**src/rtl/mips_pkg.sv**
```systemverilog
// Shared MIPS decode constants and the mult/div sequencer state type.
// The ALU and the decoder reuse the same opcode/funct values.
package mips_pkg;

  localparam logic [5:0] OP_RTYPE = 6'b000000;
  localparam logic [5:0] FN_MFHI  = 6'b010000;
  localparam logic [5:0] FN_MFLO  = 6'b010010;
  localparam logic [5:0] FN_MULT  = 6'b011000;
  localparam logic [5:0] FN_DIV   = 6'b011010;
  localparam logic [5:0] FN_DIVU  = 6'b011011;

  typedef enum logic [1:0] {
    IDLE = 2'd0,
    RUN  = 2'd1,
    FIX  = 2'd2
  } state_e;

  // Absolute value when the operand is treated as signed, pass-through otherwise.
  function automatic logic [31:0] magnitude(input logic [31:0] v, input logic sgn);
    return (sgn && v[31]) ? (~v + 32'd1) : v;
  endfunction

endpackage

```
**src/rtl/muldiv_sequencer_if.sv**
```systemverilog
// Execute-stage handshake between the pipeline and the mult/div sequencer.
// The pipeline drives the instruction and operands; the sequencer answers with stall and HI/LO.
interface muldiv_sequencer_if;

  logic [31:0] inst;
  logic [31:0] oprand1;
  logic [31:0] oprand2;
  logic        hold;
  logic        flush;
  logic        stall;
  logic        busy;
  logic [31:0] hi;
  logic [31:0] lo;
  logic [31:0] hilo_out;

  modport master (
    output inst, oprand1, oprand2, hold, flush,
    input  stall, busy, hi, lo, hilo_out
  );

  modport slave (
    input  inst, oprand1, oprand2, hold, flush,
    output stall, busy, hi, lo, hilo_out
  );

endinterface

```
**src/rtl/muldiv_iter_core.sv**
```systemverilog
// One-bit-per-cycle iteration engine: shift-add multiply or restoring divide on magnitudes.
// Multiply leaves the product in acc; divide leaves {remainder, quotient}.
module muldiv_iter_core (
  input  logic        clk,
  input  logic        rst_n,
  input  logic        start_i,
  input  logic        step_i,
  input  logic        is_div_i,
  input  logic [31:0] a_i,
  input  logic [31:0] b_i,
  output logic [63:0] acc_o,
  output logic        last_o
);

  logic [63:0] acc_q, acc_d;
  logic [31:0] opnd_q, opnd_d;
  logic [4:0]  count_q, count_d;
  logic        mode_q, mode_d;
  logic [32:0] sum;
  logic [32:0] diff;

  // Multiply: multiplier sits in the low half and is consumed LSB first.
  assign sum  = {1'b0, acc_q[63:32]} + (acc_q[0] ? {1'b0, opnd_q} : 33'd0);
  // Divide: trial subtract of the divisor from the shifted partial remainder.
  assign diff = acc_q[63:31] - {1'b0, opnd_q};

  always_comb begin
    acc_d   = acc_q;
    opnd_d  = opnd_q;
    count_d = count_q;
    mode_d  = mode_q;
    if (start_i) begin
      acc_d   = is_div_i ? {32'd0, a_i} : {32'd0, b_i};
      opnd_d  = is_div_i ? b_i : a_i;
      mode_d  = is_div_i;
      count_d = 5'd0;
    end else if (step_i) begin
      count_d = count_q + 5'd1;
      if (mode_q) begin
        acc_d = diff[32] ? {acc_q[62:0], 1'b0} : {diff[31:0], acc_q[30:0], 1'b1};
      end else begin
        acc_d = {sum, acc_q[31:1]};
      end
    end
  end

  always_ff @(posedge clk or negedge rst_n) begin
    if (!rst_n) begin
      acc_q   <= 64'd0;
      opnd_q  <= 32'd0;
      count_q <= 5'd0;
      mode_q  <= 1'b0;
    end else begin
      acc_q   <= acc_d;
      opnd_q  <= opnd_d;
      count_q <= count_d;
      mode_q  <= mode_d;
    end
  end

  assign acc_o  = acc_q;
  assign last_o = (count_q == 5'd31);

endmodule

```
**src/rtl/muldiv_sequencer.sv**
```systemverilog
// Multi-cycle mult/div/divu controller owning HI/LO; stalls dependent or conflicting
// instructions while an operation is in flight and serves mfhi/mflo through hilo_out.
module muldiv_sequencer
  import mips_pkg::*;
(
  input  logic                clk,
  input  logic                rst_n,
  muldiv_sequencer_if.slave   bus
);

  state_e      state_q, state_d;
  logic [31:0] hi_q, hi_d, lo_q, lo_d, hilo_q, hilo_d;
  logic        is_div_q, is_div_d, neg_q_q, neg_q_d, neg_r_q, neg_r_d;

  logic        is_rtype, dec_mult, dec_div, dec_divu, dec_mfhi, dec_mflo, dec_any;
  logic        signed_op, div_zero, busy, stall, consumed, start, last;
  logic [31:0] mag_a, mag_b, quo, rem;
  logic [63:0] acc, prod;
  logic        unused_inst;

  assign is_rtype  = (bus.inst[31:26] == OP_RTYPE);
  assign dec_mult  = is_rtype && (bus.inst[5:0] == FN_MULT);
  assign dec_div   = is_rtype && (bus.inst[5:0] == FN_DIV);
  assign dec_divu  = is_rtype && (bus.inst[5:0] == FN_DIVU);
  assign dec_mfhi  = is_rtype && (bus.inst[5:0] == FN_MFHI);
  assign dec_mflo  = is_rtype && (bus.inst[5:0] == FN_MFLO);
  assign dec_any   = dec_mult | dec_div | dec_divu | dec_mfhi | dec_mflo;
  assign unused_inst = ^bus.inst[25:6];

  assign busy      = (state_q != IDLE);
  assign stall     = dec_any & busy & ~bus.flush;
  assign consumed  = dec_any & ~bus.hold & ~bus.flush & ~stall;
  assign signed_op = dec_mult | dec_div;
  assign div_zero  = (dec_div | dec_divu) && (bus.oprand2 == 32'd0);
  assign mag_a     = magnitude(bus.oprand1, signed_op);
  assign mag_b     = magnitude(bus.oprand2, signed_op);

  muldiv_iter_core u_core (
    .clk      (clk),
    .rst_n    (rst_n),
    .start_i  (start),
    .step_i   (state_q == RUN),
    .is_div_i (dec_div | dec_divu),
    .a_i      (mag_a),
    .b_i      (mag_b),
    .acc_o    (acc),
    .last_o   (last)
  );

  // neg_q covers both the product sign (mult) and the quotient sign (div).
  assign prod = neg_q_q ? (~acc + 64'd1) : acc;
  assign quo  = neg_q_q ? (~acc[31:0] + 32'd1) : acc[31:0];
  assign rem  = neg_r_q ? (~acc[63:32] + 32'd1) : acc[63:32];

  always_comb begin
    state_d  = state_q;
    start    = 1'b0;
    hi_d     = hi_q;
    lo_d     = lo_q;
    hilo_d   = hilo_q;
    is_div_d = is_div_q;
    neg_q_d  = neg_q_q;
    neg_r_d  = neg_r_q;
    case (state_q)
      IDLE: begin
        if (consumed) begin
          if (dec_mfhi) begin
            hilo_d = hi_q;
          end else if (dec_mflo) begin
            hilo_d = lo_q;
          end else if (div_zero) begin
            lo_d = 32'hFFFF_FFFF;
            hi_d = bus.oprand1;
          end else begin
            start    = 1'b1;
            state_d  = RUN;
            is_div_d = dec_div | dec_divu;
            neg_q_d  = signed_op & (bus.oprand1[31] ^ bus.oprand2[31]);
            neg_r_d  = dec_div & bus.oprand1[31];
          end
        end
      end
      RUN: begin
        if (last) state_d = FIX;
      end
      FIX: begin
        state_d = IDLE;
        if (is_div_q) begin
          lo_d = quo;
          hi_d = rem;
        end else begin
          hi_d = prod[63:32];
          lo_d = prod[31:0];
        end
      end
      default: state_d = IDLE;
    endcase
  end

  always_ff @(posedge clk or negedge rst_n) begin
    if (!rst_n) begin
      state_q  <= IDLE;
      hi_q     <= 32'd0;
      lo_q     <= 32'd0;
      hilo_q   <= 32'd0;
      is_div_q <= 1'b0;
      neg_q_q  <= 1'b0;
      neg_r_q  <= 1'b0;
    end else begin
      state_q  <= state_d;
      hi_q     <= hi_d;
      lo_q     <= lo_d;
      hilo_q   <= hilo_d;
      is_div_q <= is_div_d;
      neg_q_q  <= neg_q_d;
      neg_r_q  <= neg_r_d;
    end
  end

  assign bus.stall    = stall;
  assign bus.busy     = busy;
  assign bus.hi       = hi_q;
  assign bus.lo       = lo_q;
  assign bus.hilo_out = hilo_q;

endmodule
```
**src/flat_wrapper.sv**
```systemverilog
// flat-port wrapper written by rule: the top's interface ports become plain ports
module muldiv_sequencer_flat import mips_pkg::*;
  (clk, rst_n, bus_inst, bus_oprand1, bus_oprand2, bus_hold, bus_flush, bus_stall, bus_busy, bus_hi, bus_lo, bus_hilo_out);
  muldiv_sequencer_if bus_i ();
  input  logic clk;
  input  logic rst_n;
  input wire logic [$bits(bus_i.inst)-1:0] bus_inst;
  input wire logic [$bits(bus_i.oprand1)-1:0] bus_oprand1;
  input wire logic [$bits(bus_i.oprand2)-1:0] bus_oprand2;
  input wire logic [$bits(bus_i.hold)-1:0] bus_hold;
  input wire logic [$bits(bus_i.flush)-1:0] bus_flush;
  output wire logic [$bits(bus_i.stall)-1:0] bus_stall;
  output wire logic [$bits(bus_i.busy)-1:0] bus_busy;
  output wire logic [$bits(bus_i.hi)-1:0] bus_hi;
  output wire logic [$bits(bus_i.lo)-1:0] bus_lo;
  output wire logic [$bits(bus_i.hilo_out)-1:0] bus_hilo_out;
  assign bus_i.inst = bus_inst;
  assign bus_i.oprand1 = bus_oprand1;
  assign bus_i.oprand2 = bus_oprand2;
  assign bus_i.hold = bus_hold;
  assign bus_i.flush = bus_flush;
  assign bus_stall = bus_i.stall;
  assign bus_busy = bus_i.busy;
  assign bus_hi = bus_i.hi;
  assign bus_lo = bus_i.lo;
  assign bus_hilo_out = bus_i.hilo_out;
  muldiv_sequencer u_core (.clk(clk), .rst_n(rst_n), .bus(bus_i));
endmodule
```
**config.mk**
```make
export PLATFORM = sky130hd
export DESIGN_NAME = muldiv_sequencer_flat
export DESIGN_NICKNAME = d
export VERILOG_FILES = /design/src/rtl/mips_pkg.sv /design/src/rtl/muldiv_sequencer_if.sv /design/src/rtl/muldiv_iter_core.sv /design/src/rtl/muldiv_sequencer.sv /design/src/flat_wrapper.sv
export SDC_FILE = /design/constraint.sdc
export NUM_CORES = 1
export LEC_CHECK = 0
export ABC_CLOCK_PERIOD_IN_PS = 4100
export BUFFER_PORTS_ARGS = -buffer_cell sky130_fd_sc_hd__buf_4
export CORE_ASPECT_RATIO = 0.6
export CORE_UTILIZATION = 60
export DETAILED_ROUTE_END_ITERATION = 8
export PLACE_DENSITY = 0.82
export REMOVE_ABC_BUFFERS = 1
export SETUP_SLACK_MARGIN = 0.3
export SYNTH_ARGS = -nofsm -noshare
export SYNTH_HDL_FRONTEND = slang
export SYNTH_HIERARCHICAL = 1
export SYNTH_SLANG_ARGS = --single-unit
```
**constraint.sdc**
```tcl
create_clock -name clk -period 4.1 [get_ports clk]
set_input_delay 0.82 -clock clk [delete_from_list [all_inputs] [get_ports clk]]
set_output_delay 0.82 -clock clk [all_outputs]
set_load 0.01 [all_outputs]
```
==> metrics <==
drt pass-1 iters=6; Final Util=71.1%; GP Congestion=1.08; fmax=0.270 GHz; unrepaired setup endpoints after global routing=false; CP Class=reg2reg; total wire length=61800 um; vias in the first global route=15855; Most used DFF post-synth=dfrtp_1; Seq cells post-synth=203; clock sinks=203; skew final=0.0167 ns; status=finished clean; Peak VDD IR=0.000318 V; worst endpoint required time=4.49 ns; crit path launch type=register; remaining antenna violation count=0; Register-to-Register Path Depth=7; initial cell density of the core=61.2%; max-slew violations=0; Placeable Area=27700 um2; Rel. slew slack=22.1%; Std-Cell Rows=47; vias per inst=6.81; final net count=2400; CP max FO=6; die area=29000 um2; CP arrival=4.10 ns; gr ovfl total=0; largest net degree at the start of global routing=110; Layout area overhead=16.0%; ys async rst share=100%; pre-CTS setup slack=0.0414 ns; Detailed Route Iter0 Violations=2944; first-pass GRT wire length=93600 um; Area contributors post-synth=dfrtp_1 30%, mux2i_1 9.4%, a21oi_1 5.5%; Max clock buf depth=3; number of synthesized flops with an enable pin=0; clock tree root buffer cell=clkbuf_16; FF-to-FF End=u_core/bus.hi[28]; CTS tree=built; H-tree levels=1; DRC viols=0; routed len/inst=23.7 um; DP Wirelength=46600 um; vias=17748; GRT Util Overall=42.0%; Post-Synthesis Cell Area=17000 um2; Die Wd=219 um; post-synthesis sequential area ratio=29.9%; Hold Path Class=in2async; cell taking the most area after synthesis=dfrtp_1; Hold Violations, Final=0; PD cells=259 nW/um2; n_diodes=0; Port Buffers=177; Max Cap Viol=0; Clock Pin Slew Worst Setup and Hold Paths=0.07 ns; Synth top area share=29.9%; die height=132 um; worst reg2reg startpoint=u_core/u_core/acc_o[22]; Setup WS post-layout=0.394 ns; Yosys cell types=90; post-route clock period utilization=90.4%; Total Power=5100 uW; share of cells above drive strength 1=15.6%; critical path endpoint category=register; Tightest Pin Transition=1.17 ns; Num CTS Buffers=21; yosys warns=6; fin crit period=3.71 ns; Cells after Synth=2068; setup_tns=0 ns; setup violators final=0; Worst-Skew Late Latency=0.52 ns; Top Ports=198; Pleak=0.00842 uW; Avg Cell Area, Syn=8.20 um2; initial antenna violation count=0; reg-to-reg slack, setup=0.39 ns
-- per-layer routing --
layer	up-vias	global-route usage [%]	wire [um]
li1	7837	-	-
met1	8462	64.2	26700
met2	1293	57.6	24800
met3	156	10.9	8550
met4	0	11.5	1710
met5	-	0	0
-- through the flow --
stage	std cells	hold WS, ns	instance area (um2)
6_report	2607	0.414	19700
5_1_grt	2607	0.500	19700
4_1_cts	2607	0.471	19700
3_5_place_dp	2572	0.472	19000
3_3_place_gp	2572	0.463	19000
2_1_floorplan	1953	0.452	16500
-- worst max-delay path: stages (launching register included) --
cell and delay [ns]:
dfrtp_1 0.44, or4_1 0.58, or3_1 0.45, or3_1 0.55, o41ai_1 0.75, a21boi_0 0.30, xnor2_1 0.38, mux2i_1 0.13
-- worst max-delay path by stage --
| stage | end | slack, ns | cells past startpoint | start |
|---|---|---|---|---|
| after floorplan | u_core/u_core/acc_o[37] | -9.17 | 10 | bus_inst[28] |
| after global placement | u_core/u_core/acc_o[56] | 0.13 | 15 | bus_oprand2[1] |
| after detailed placement | u_core/u_core/opnd_q[25] | 0.04 | 9 | bus_inst[28] |
| after CTS | u_core/u_core/acc_o[48] | 0.37 | 13 | u_core/u_core/acc_o[31] |
| after global routing | u_core/u_core/acc_o[37] | 0.32 | 15 | bus_oprand2[0] |
| final | u_core/bus.hi[28] | 0.39 | 7 | u_core/u_core/acc_o[22] |
-- registers in the layout, indices dropped and copies added (netlist names) --
name,cells
u_core/neg_q_q,1
u_core/is_div_q,1
u_core/neg_r_q,1
u_core/state_q,2
u_core/u_core/mode_q,1
u_core/u_core/acc_o,64
u_core/bus.hi,32
u_core/bus.lo,32
u_core/bus.hilo_out,32
u_core/u_core/count_q,5
u_core/u_core/opnd_q,32
-- cell families after synthesis --
logic type	after synthesis	synth area share, %
flip-flops	203	29.9
AO/OA/AOI/OAI	615	23.0
AND/OR/NAND/NOR	664	19.4
XOR/XNOR	159	8.21
multiplexers	162	9.57
buffers and inverters	193	4.51
adder cells (fa/ha/maj)	72	5.40
-- power breakdown --
part / internal [uW] / leakage, uW / switching [uW]
sequential: 2040 / 0.00252 / 56.5
clock: 1180 / 0.000338 / 852
combinational: 377 / 0.00555 / 599
total: 3590 / 0.00842 / 1510
-- Yosys cell counts, drive strengths merged (37+ instances only) --
library cell  count
dfrtp           203
nor2            198
a21oi           191
o21ai           190
mux2i           160
nand2           147
xnor2            92
clkbuf           78
inv              76
ha               70
xor2             67
nand3            50
nor3             47
and2             44
buf              37
o31ai            37
-- area by class of cell --
| class | instances | area [um2] |
|---|---|---|
| multi-input combinational | 1672 | 11200 |
| fill | 2212 | 8010 |
| sequential | 203 | 5080 |
| timing repair buffer | 252 | 1990 |
| clock buffer | 27 | 578 |
| tap | 367 | 459 |
| inverter | 78 | 294 |
| clock inverter | 8 | 120 |
-- cells in the final DEF, fill, tap and decap left out, drive strengths merged, types with 11 or more instances in the layout --
cell type and n:
inv 75, nor2 198, or2 13, ha 70, nand2b 20, or4 24
o21ai 190, and2 44, and3 24, nor4 19, dfrtp 203, nor3 47
clkbuf 28, o31ai 37, a31oi 21, a21o 21, a41oi 11, buf 251
xnor2 92, a21oi 191, nand2 147, nand4 14, nand3 50, nor2b 14
a211oi 14, xor2 67, or3 36, a221o 12, mux2i 160
-- timing repair --
| action | in CTS | in global routing |
|---|---|---|
| buffers inserted | 0 | 0 |
| hold buffers | 0 | 0 |
| resized for setup | 0 | 3 |
| endpoints found under the setup margin | 0 | 16 |
Note: power is estimated with default switching activity, not from simulation.
